`src/rtl/spi_ram_master_arb.sv`:
```
// Round-robin arbiter and SPI frame engine that shares one SPI-attached RAM
// between two requesters: write = {00,addr}{01,data}, read = {10,addr}{11,0} then receive.
module spi_ram_master_arb #(
    parameter int ADDR_SIZE = 8,
    parameter int LEAD_CYC  = 2,
    parameter int GAP_CYC   = 4,
    parameter int TURN_CYC  = 2
) (
    input  logic                   clk,
    input  logic                   rst,
    input  logic [1:0]             req,
    input  logic [1:0]             req_we,
    input  logic [2*ADDR_SIZE-1:0] req_addr,
    input  logic [15:0]            req_wdata,
    output logic [1:0]             gnt,
    output logic [1:0]             done,
    output logic [7:0]             rdata,
    output logic                   busy,
    output logic                   SS_n,
    output logic                   MOSI,
    input  logic                   MISO
);
    localparam int FW = ADDR_SIZE + 2;
    localparam logic [7:0] LEAD_LAST  = 8'(LEAD_CYC - 1);
    localparam logic [7:0] SHIFT_LAST = 8'(FW - 1);
    localparam logic [7:0] TURN_LAST  = 8'(TURN_CYC - 1);
    localparam logic [7:0] RECV_LAST  = 8'd7;
    localparam logic [7:0] GAP_LAST   = 8'(GAP_CYC - 1);

    typedef enum logic [2:0] {
        ST_IDLE  = 3'd0,
        ST_LEAD  = 3'd1,
        ST_SHIFT = 3'd2,
        ST_TURN  = 3'd3,
        ST_RECV  = 3'd4,
        ST_GAP   = 3'd5
    } state_t;

    state_t                 state_r, state_s;
    logic [7:0]             cnt_r, cnt_s;
    logic                   second_r, second_s;
    logic                   we_r, we_s;
    logic                   own_r, own_s;
    logic                   prio_r, prio_s;
    logic [ADDR_SIZE-1:0]   addr_r, addr_s;
    logic [7:0]             wdata_r, wdata_s;
    logic [FW-1:0]          sh_r, sh_s;
    logic [7:0]             rx_r, rx_s;
    logic                   recv_r, recv_s;
    logic [FW-1:0]          frame_s;
    logic [1:0]             gnt_s, done_s;
    logic [7:0]             rdata_s;
    logic                   busy_s, ss_n_s, mosi_s;

    // Frame to serialise next: address frame first, then data or dummy frame.
    always_comb begin
        if (!second_r) begin
            frame_s = {(we_r ? 2'b00 : 2'b10), addr_r};
        end else if (we_r) begin
            frame_s = {2'b01, ADDR_SIZE'(wdata_r)};
        end else begin
            frame_s = {2'b11, {ADDR_SIZE{1'b0}}};
        end
    end

    // Next-state, arbitration and next values of the registered outputs.
    // Outputs are computed from the current state and appear one cycle later,
    // so the pin timeline trails the state timeline by exactly one clock.
    always_comb begin
        state_s  = state_r;
        cnt_s    = cnt_r + 8'd1;
        second_s = second_r;
        we_s     = we_r;
        own_s    = own_r;
        prio_s   = prio_r;
        addr_s   = addr_r;
        wdata_s  = wdata_r;
        sh_s     = sh_r;
        rx_s     = recv_r ? {rx_r[6:0], MISO} : rx_r;
        recv_s   = 1'b0;
        gnt_s    = 2'b00;
        done_s   = 2'b00;
        rdata_s  = rdata;
        ss_n_s   = 1'b1;
        mosi_s   = 1'b0;
        case (state_r)
            ST_IDLE: begin
                cnt_s = 8'd0;
                // prio_r names the requester that wins a tie
                if (req[0] && (!req[1] || !prio_r)) begin
                    gnt_s    = 2'b01;
                    own_s    = 1'b0;
                    prio_s   = 1'b1;
                    we_s     = req_we[0];
                    addr_s   = req_addr[0 +: ADDR_SIZE];
                    wdata_s  = req_wdata[7:0];
                    second_s = 1'b0;
                    state_s  = ST_LEAD;
                end else if (req[1]) begin
                    gnt_s    = 2'b10;
                    own_s    = 1'b1;
                    prio_s   = 1'b0;
                    we_s     = req_we[1];
                    addr_s   = req_addr[ADDR_SIZE +: ADDR_SIZE];
                    wdata_s  = req_wdata[15:8];
                    second_s = 1'b0;
                    state_s  = ST_LEAD;
                end else begin
                    state_s = ST_IDLE;
                end
            end
            ST_LEAD: begin
                ss_n_s = 1'b0;
                if (cnt_r == LEAD_LAST) begin
                    cnt_s   = 8'd0;
                    sh_s    = frame_s;
                    state_s = ST_SHIFT;
                end else begin
                    state_s = ST_LEAD;
                end
            end
            ST_SHIFT: begin
                ss_n_s = 1'b0;
                mosi_s = sh_r[FW-1];
                sh_s   = {sh_r[FW-2:0], 1'b0};
                if (cnt_r == SHIFT_LAST) begin
                    cnt_s   = 8'd0;
                    state_s = (second_r && !we_r) ? ST_TURN : ST_GAP;
                end else begin
                    state_s = ST_SHIFT;
                end
            end
            ST_TURN: begin
                ss_n_s = 1'b0;
                if (cnt_r == TURN_LAST) begin
                    cnt_s   = 8'd0;
                    state_s = ST_RECV;
                end else begin
                    state_s = ST_TURN;
                end
            end
            ST_RECV: begin
                ss_n_s = 1'b0;
                recv_s = 1'b1;
                if (cnt_r == RECV_LAST) begin
                    cnt_s   = 8'd0;
                    state_s = ST_GAP;
                end else begin
                    state_s = ST_RECV;
                end
            end
            ST_GAP: begin
                if (cnt_r == 8'd0 && second_r) begin
                    done_s[own_r] = 1'b1;
                    // eighth MISO bit is sampled on this same edge
                    rdata_s = we_r ? rdata : {rx_r[6:0], MISO};
                end else begin
                    done_s = 2'b00;
                end
                if (cnt_r == GAP_LAST) begin
                    cnt_s    = 8'd0;
                    state_s  = second_r ? ST_IDLE : ST_LEAD;
                    second_s = 1'b1;
                end else begin
                    state_s = ST_GAP;
                end
            end
            default: begin
                cnt_s   = 8'd0;
                state_s = ST_IDLE;
            end
        endcase
        busy_s = (state_s != ST_IDLE);
    end

    // State, datapath and output registers; reset abandons any transaction.
    always_ff @(posedge clk or posedge rst) begin
        if (rst) begin
            state_r  <= ST_IDLE;
            cnt_r    <= 8'd0;
            second_r <= 1'b0;
            we_r     <= 1'b0;
            own_r    <= 1'b0;
            prio_r   <= 1'b0;
            addr_r   <= {ADDR_SIZE{1'b0}};
            wdata_r  <= 8'd0;
            sh_r     <= {FW{1'b0}};
            rx_r     <= 8'd0;
            recv_r   <= 1'b0;
            gnt      <= 2'b00;
            done     <= 2'b00;
            rdata    <= 8'd0;
            busy     <= 1'b0;
            SS_n     <= 1'b1;
            MOSI     <= 1'b0;
        end else begin
            state_r  <= state_s;
            cnt_r    <= cnt_s;
            second_r <= second_s;
            we_r     <= we_s;
            own_r    <= own_s;
            prio_r   <= prio_s;
            addr_r   <= addr_s;
            wdata_r  <= wdata_s;
            sh_r     <= sh_s;
            rx_r     <= rx_s;
            recv_r   <= recv_s;
            gnt      <= gnt_s;
            done     <= done_s;
            rdata    <= rdata_s;
            busy     <= busy_s;
            SS_n     <= ss_n_s;
            MOSI     <= mosi_s;
        end
    end
endmodule

```
`config.mk`:
```
export PLATFORM = sky130hd
export DESIGN_NAME = spi_ram_master_arb
export DESIGN_NICKNAME = d
export VERILOG_FILES = /design/src/rtl/spi_ram_master_arb.sv
export SDC_FILE = /design/constraint.sdc
export NUM_CORES = 1
export LEC_CHECK = 0
export CAP_MARGIN = 40
export CORE_ASPECT_RATIO = 1.5
export CORE_MARGIN = 1
export CORE_UTILIZATION = 55
export DETAILED_ROUTE_END_ITERATION = 7
export GPL_TIMING_DRIVEN = 1
export PLACE_DENSITY = 0.85
export SYNTH_ARGS = -nofsm -noshare
export SYNTH_HDL_FRONTEND = slang
export SYNTH_SLANG_ARGS = --single-unit
```
`constraint.sdc`:
```
create_clock -name clk -period 3.3 [get_ports clk]
set_clock_uncertainty 0.1 [all_clocks]
set_input_delay 0.66 -clock clk [delete_from_list [all_inputs] [get_ports clk]]
set_output_delay 0.66 -clock clk [all_outputs]
set_load 0.05 [all_outputs]
```
==> results.ini <==
[clocking]
cts_root_buf=clkbuf_8
post_cts_resized=0
hold_buffers=0
cts_tree=done
clk_path_buf_depth=2
cts.reportedPaths.clkPinSlew_ns=0.07
clock_latency_ns=0.34
post_cts_buffers=0
numCtsBuffers=9
cts_sinks=64
htreeDepth=3

[setup_path]
crit_chain=clkdlybuf4s50_1
cp_max_fo=1
reg2reg_slack_ns=1.02
slowest_delay_ns=0.79
startpoint_type=flop
required_ns=2.54
crit_family=buffers and inverters
cp_num_buf_inv=1
crit_slowest_cell=clkdlybuf4s50_1
worstReg2RegEnd=sh_r[3]$_DFFE_PP0P_
crit_type=reg2out
cp-end-kind=output port
ff2ff_path_depth=4
r2r-start=cnt_r[5]$_DFF_PP0_
worstPathArrival_ns=1.65

[synth]
synth_area_sq_um=3198
yosys.area_share.adder_pct=1.174
synth-edff-count=0
synth_top_family_by_area=simple AND/OR/NAND/NOR gates
synthFlopType=dfrtp_1
syn_area_per_cell_sq_um=10.49
syn_inst=305
synthXorXnorAreaFrac_pct=2.191
seq_area_frac_synth_pct=50.12
synthSimpleGateAreaFrac_pct=19.80
synth_compound_area_share_pct=12.36
async_flop_share_pct=100.0
synthMuxAreaShare_pct=10.37
ys_warn_count=0
ys_ff_latch=64
synth_fp_nets=347
synth_cell_types=53

[pwr]
finalPower_mw=3.094
leakagePower_nw=1.683
power.density_nw_per_um2=785.3
vdd_drop_max_v=0.0004004

[min_path]
worstHoldStart=own_r$_DFFE_PP0P_
worstHoldPathCells=1
worstHoldEndpoint=done[0]$_DFF_PP0_
hp-class=reg2reg

[cells_and_area]
fin_util_pct=71.21
antenna_cells=0
layout-drive-gt1-share_pct=15.77
fillCellCount=439
nets=394
area_growth_syn_to_layout_pct=23.20

[route]
routed_wirelength_um=5930
vias=2386
first_iter_violations=95
wl_per_cell_um=13.95
viasPerCell=5.614
drt_pass1_iterations=4
drc_errors=0
drtAntennaViolNets=0

[timing]
drv_slew=0
rsz0062_at_grt=false
tns_ns=0
fmax_mhz=414.4
timing.final.crit_period_ns=2.413
hold-worst-slack_ns=0.3580
setup_viol=0
worst_slew_pin_slew_ns=0.6350
worst_slack_ns=0.8871
final.period_utilization_pct=73.12
finalHoldViolations=0
slew_headroom_pct=57.60

[outcome]
status=complete, no violations

[placement]
io_buffer_count=53
post-place-ws_ns=0.8907
gp_congestion=0.8455
dp_hpwl_um=4323

[die]
core_area_sq_um=5533
dieArea_sq_um=6130
chipWidth_um=64.26
start_util_pct=57.80
num_io_pins=54
fp.dieH_um=95.39
fp-row-count=33

[global_routing]
grt_use_total_pct=22.15
grt_pass1_wl_um=10270
grt_pass1_vias=2323
grt_max_degree=36
grt-ovfl-total=0
grt_antenna_before_repair=0

[job]
drv_cap=0

cell usage in the layout, fill, tap and decap left out, types with 2 or more instances in the layout:
cell type / instances
a31oi_1: 6
inv_1: 6
xor2_1: 6
clkbuf_8: 9
clkinv_2: 2
a21o_1: 2
nand3b_1: 17
buf_4: 4
nand2b_1: 2
nand2_1: 12
o21ai_0: 26
and3_1: 2
a21oi_1: 23
nor3b_1: 2
nand4b_1: 3
xnor2_1: 2
a311oi_1: 2
nor2_1: 33
mux2_2: 17
and2_1: 2
nor2b_1: 10
ha_1: 3
clkdlybuf4s50_1: 53
nand3_1: 8
mux2_4: 8
dfrtp_1: 63
mux2i_1: 2
cell usage after synthesis (3+ instances only):
cell type  count  area [sq um]
xor2_1         6         52.55
mux2_2        17         191.4
inv_1          7         26.28
nand3b_1      17         127.6
nand4b_1       3         26.28
nand3_1        8         40.04
dfrtp_1       63          1577
nand2_1       12         45.04
mux2_4         8         120.1
ha_1           3         37.54
clkbuf_1      18         67.56
o21ai_0       26         130.1
nor2_1        33         123.9
nor2b_1       10         62.56
a31oi_1        6         37.54
a21oi_1       23         115.1
stage by stage:
step	std cells	instance area, sq um
5_1_grt	425	3940
6_report	425	3940
3_3_place_gp	411	3765
3_5_place_dp	411	3765
2_1_floorplan	305	3198
4_1_cts	425	3940
state kept, by name, indices dropped and copies added, names as in the netlist, 2 cells and up:
| signal | flops |
|---|---|
| gnt | 2 |
| addr_r | 8 |
| sh_r | 10 |
| wdata_r | 8 |
| state_r | 3 |
| done | 2 |
| rdata | 8 |
| cnt_r | 8 |
| rx_r | 7 |
final cells by class:
class                   instances  area [sq um]  area share, %
flip-flops and latches         64          1603          40.68
multi-input cells             212          1468          37.25
repair buffers                 58         580.6          14.73
clock buffers                  10         127.6          3.239
well taps                      70         87.58          2.223
clock inverters                 4         47.55          1.207
inverters                       7         26.28         0.6669
where the power goes:
group          internal, mW  switching, mW
Clock                 0.337          0.274
Combinational         0.555          0.649
Sequential             1.03          0.246
Total                  1.92           1.17
kinds of logic (layout without fill, tap and decap cells):
logic type,Yosys count,in the layout
flops,64,64
buf+inv,29,79
compound gates,67,67
mux,27,27
xor+xnor,8,8
simple gates,107,107
fa+ha+maj,3,3
layer usage:
layer  share of wire, %  global-route usage [%]
met1                 40                   24.43
met2                 52                   38.77
met3                3.7                   4.785
met4                4.7                   13.15
met5                  0                       0
worst max path at each step:
stage,to,cells after the start,slack (ns),start
3_3_place_gp,we_r$_DFFE_PP0P_,5,0.94,req[1]
2_1_floorplan,MOSI$_DFF_PP0_,1,0.94,rst
6_report,SS_n,1,0.89,SS_n$_DFF_PP1_
3_5_place_dp,wdata_r[4]$_DFFE_PP0P_,6,0.89,req[1]
4_1_cts,SS_n,1,0.87,SS_n$_DFF_PP1_
5_1_grt,SS_n,1,0.86,SS_n$_DFF_PP1_
No activity file was read; power rests on OpenSTA's default activity.
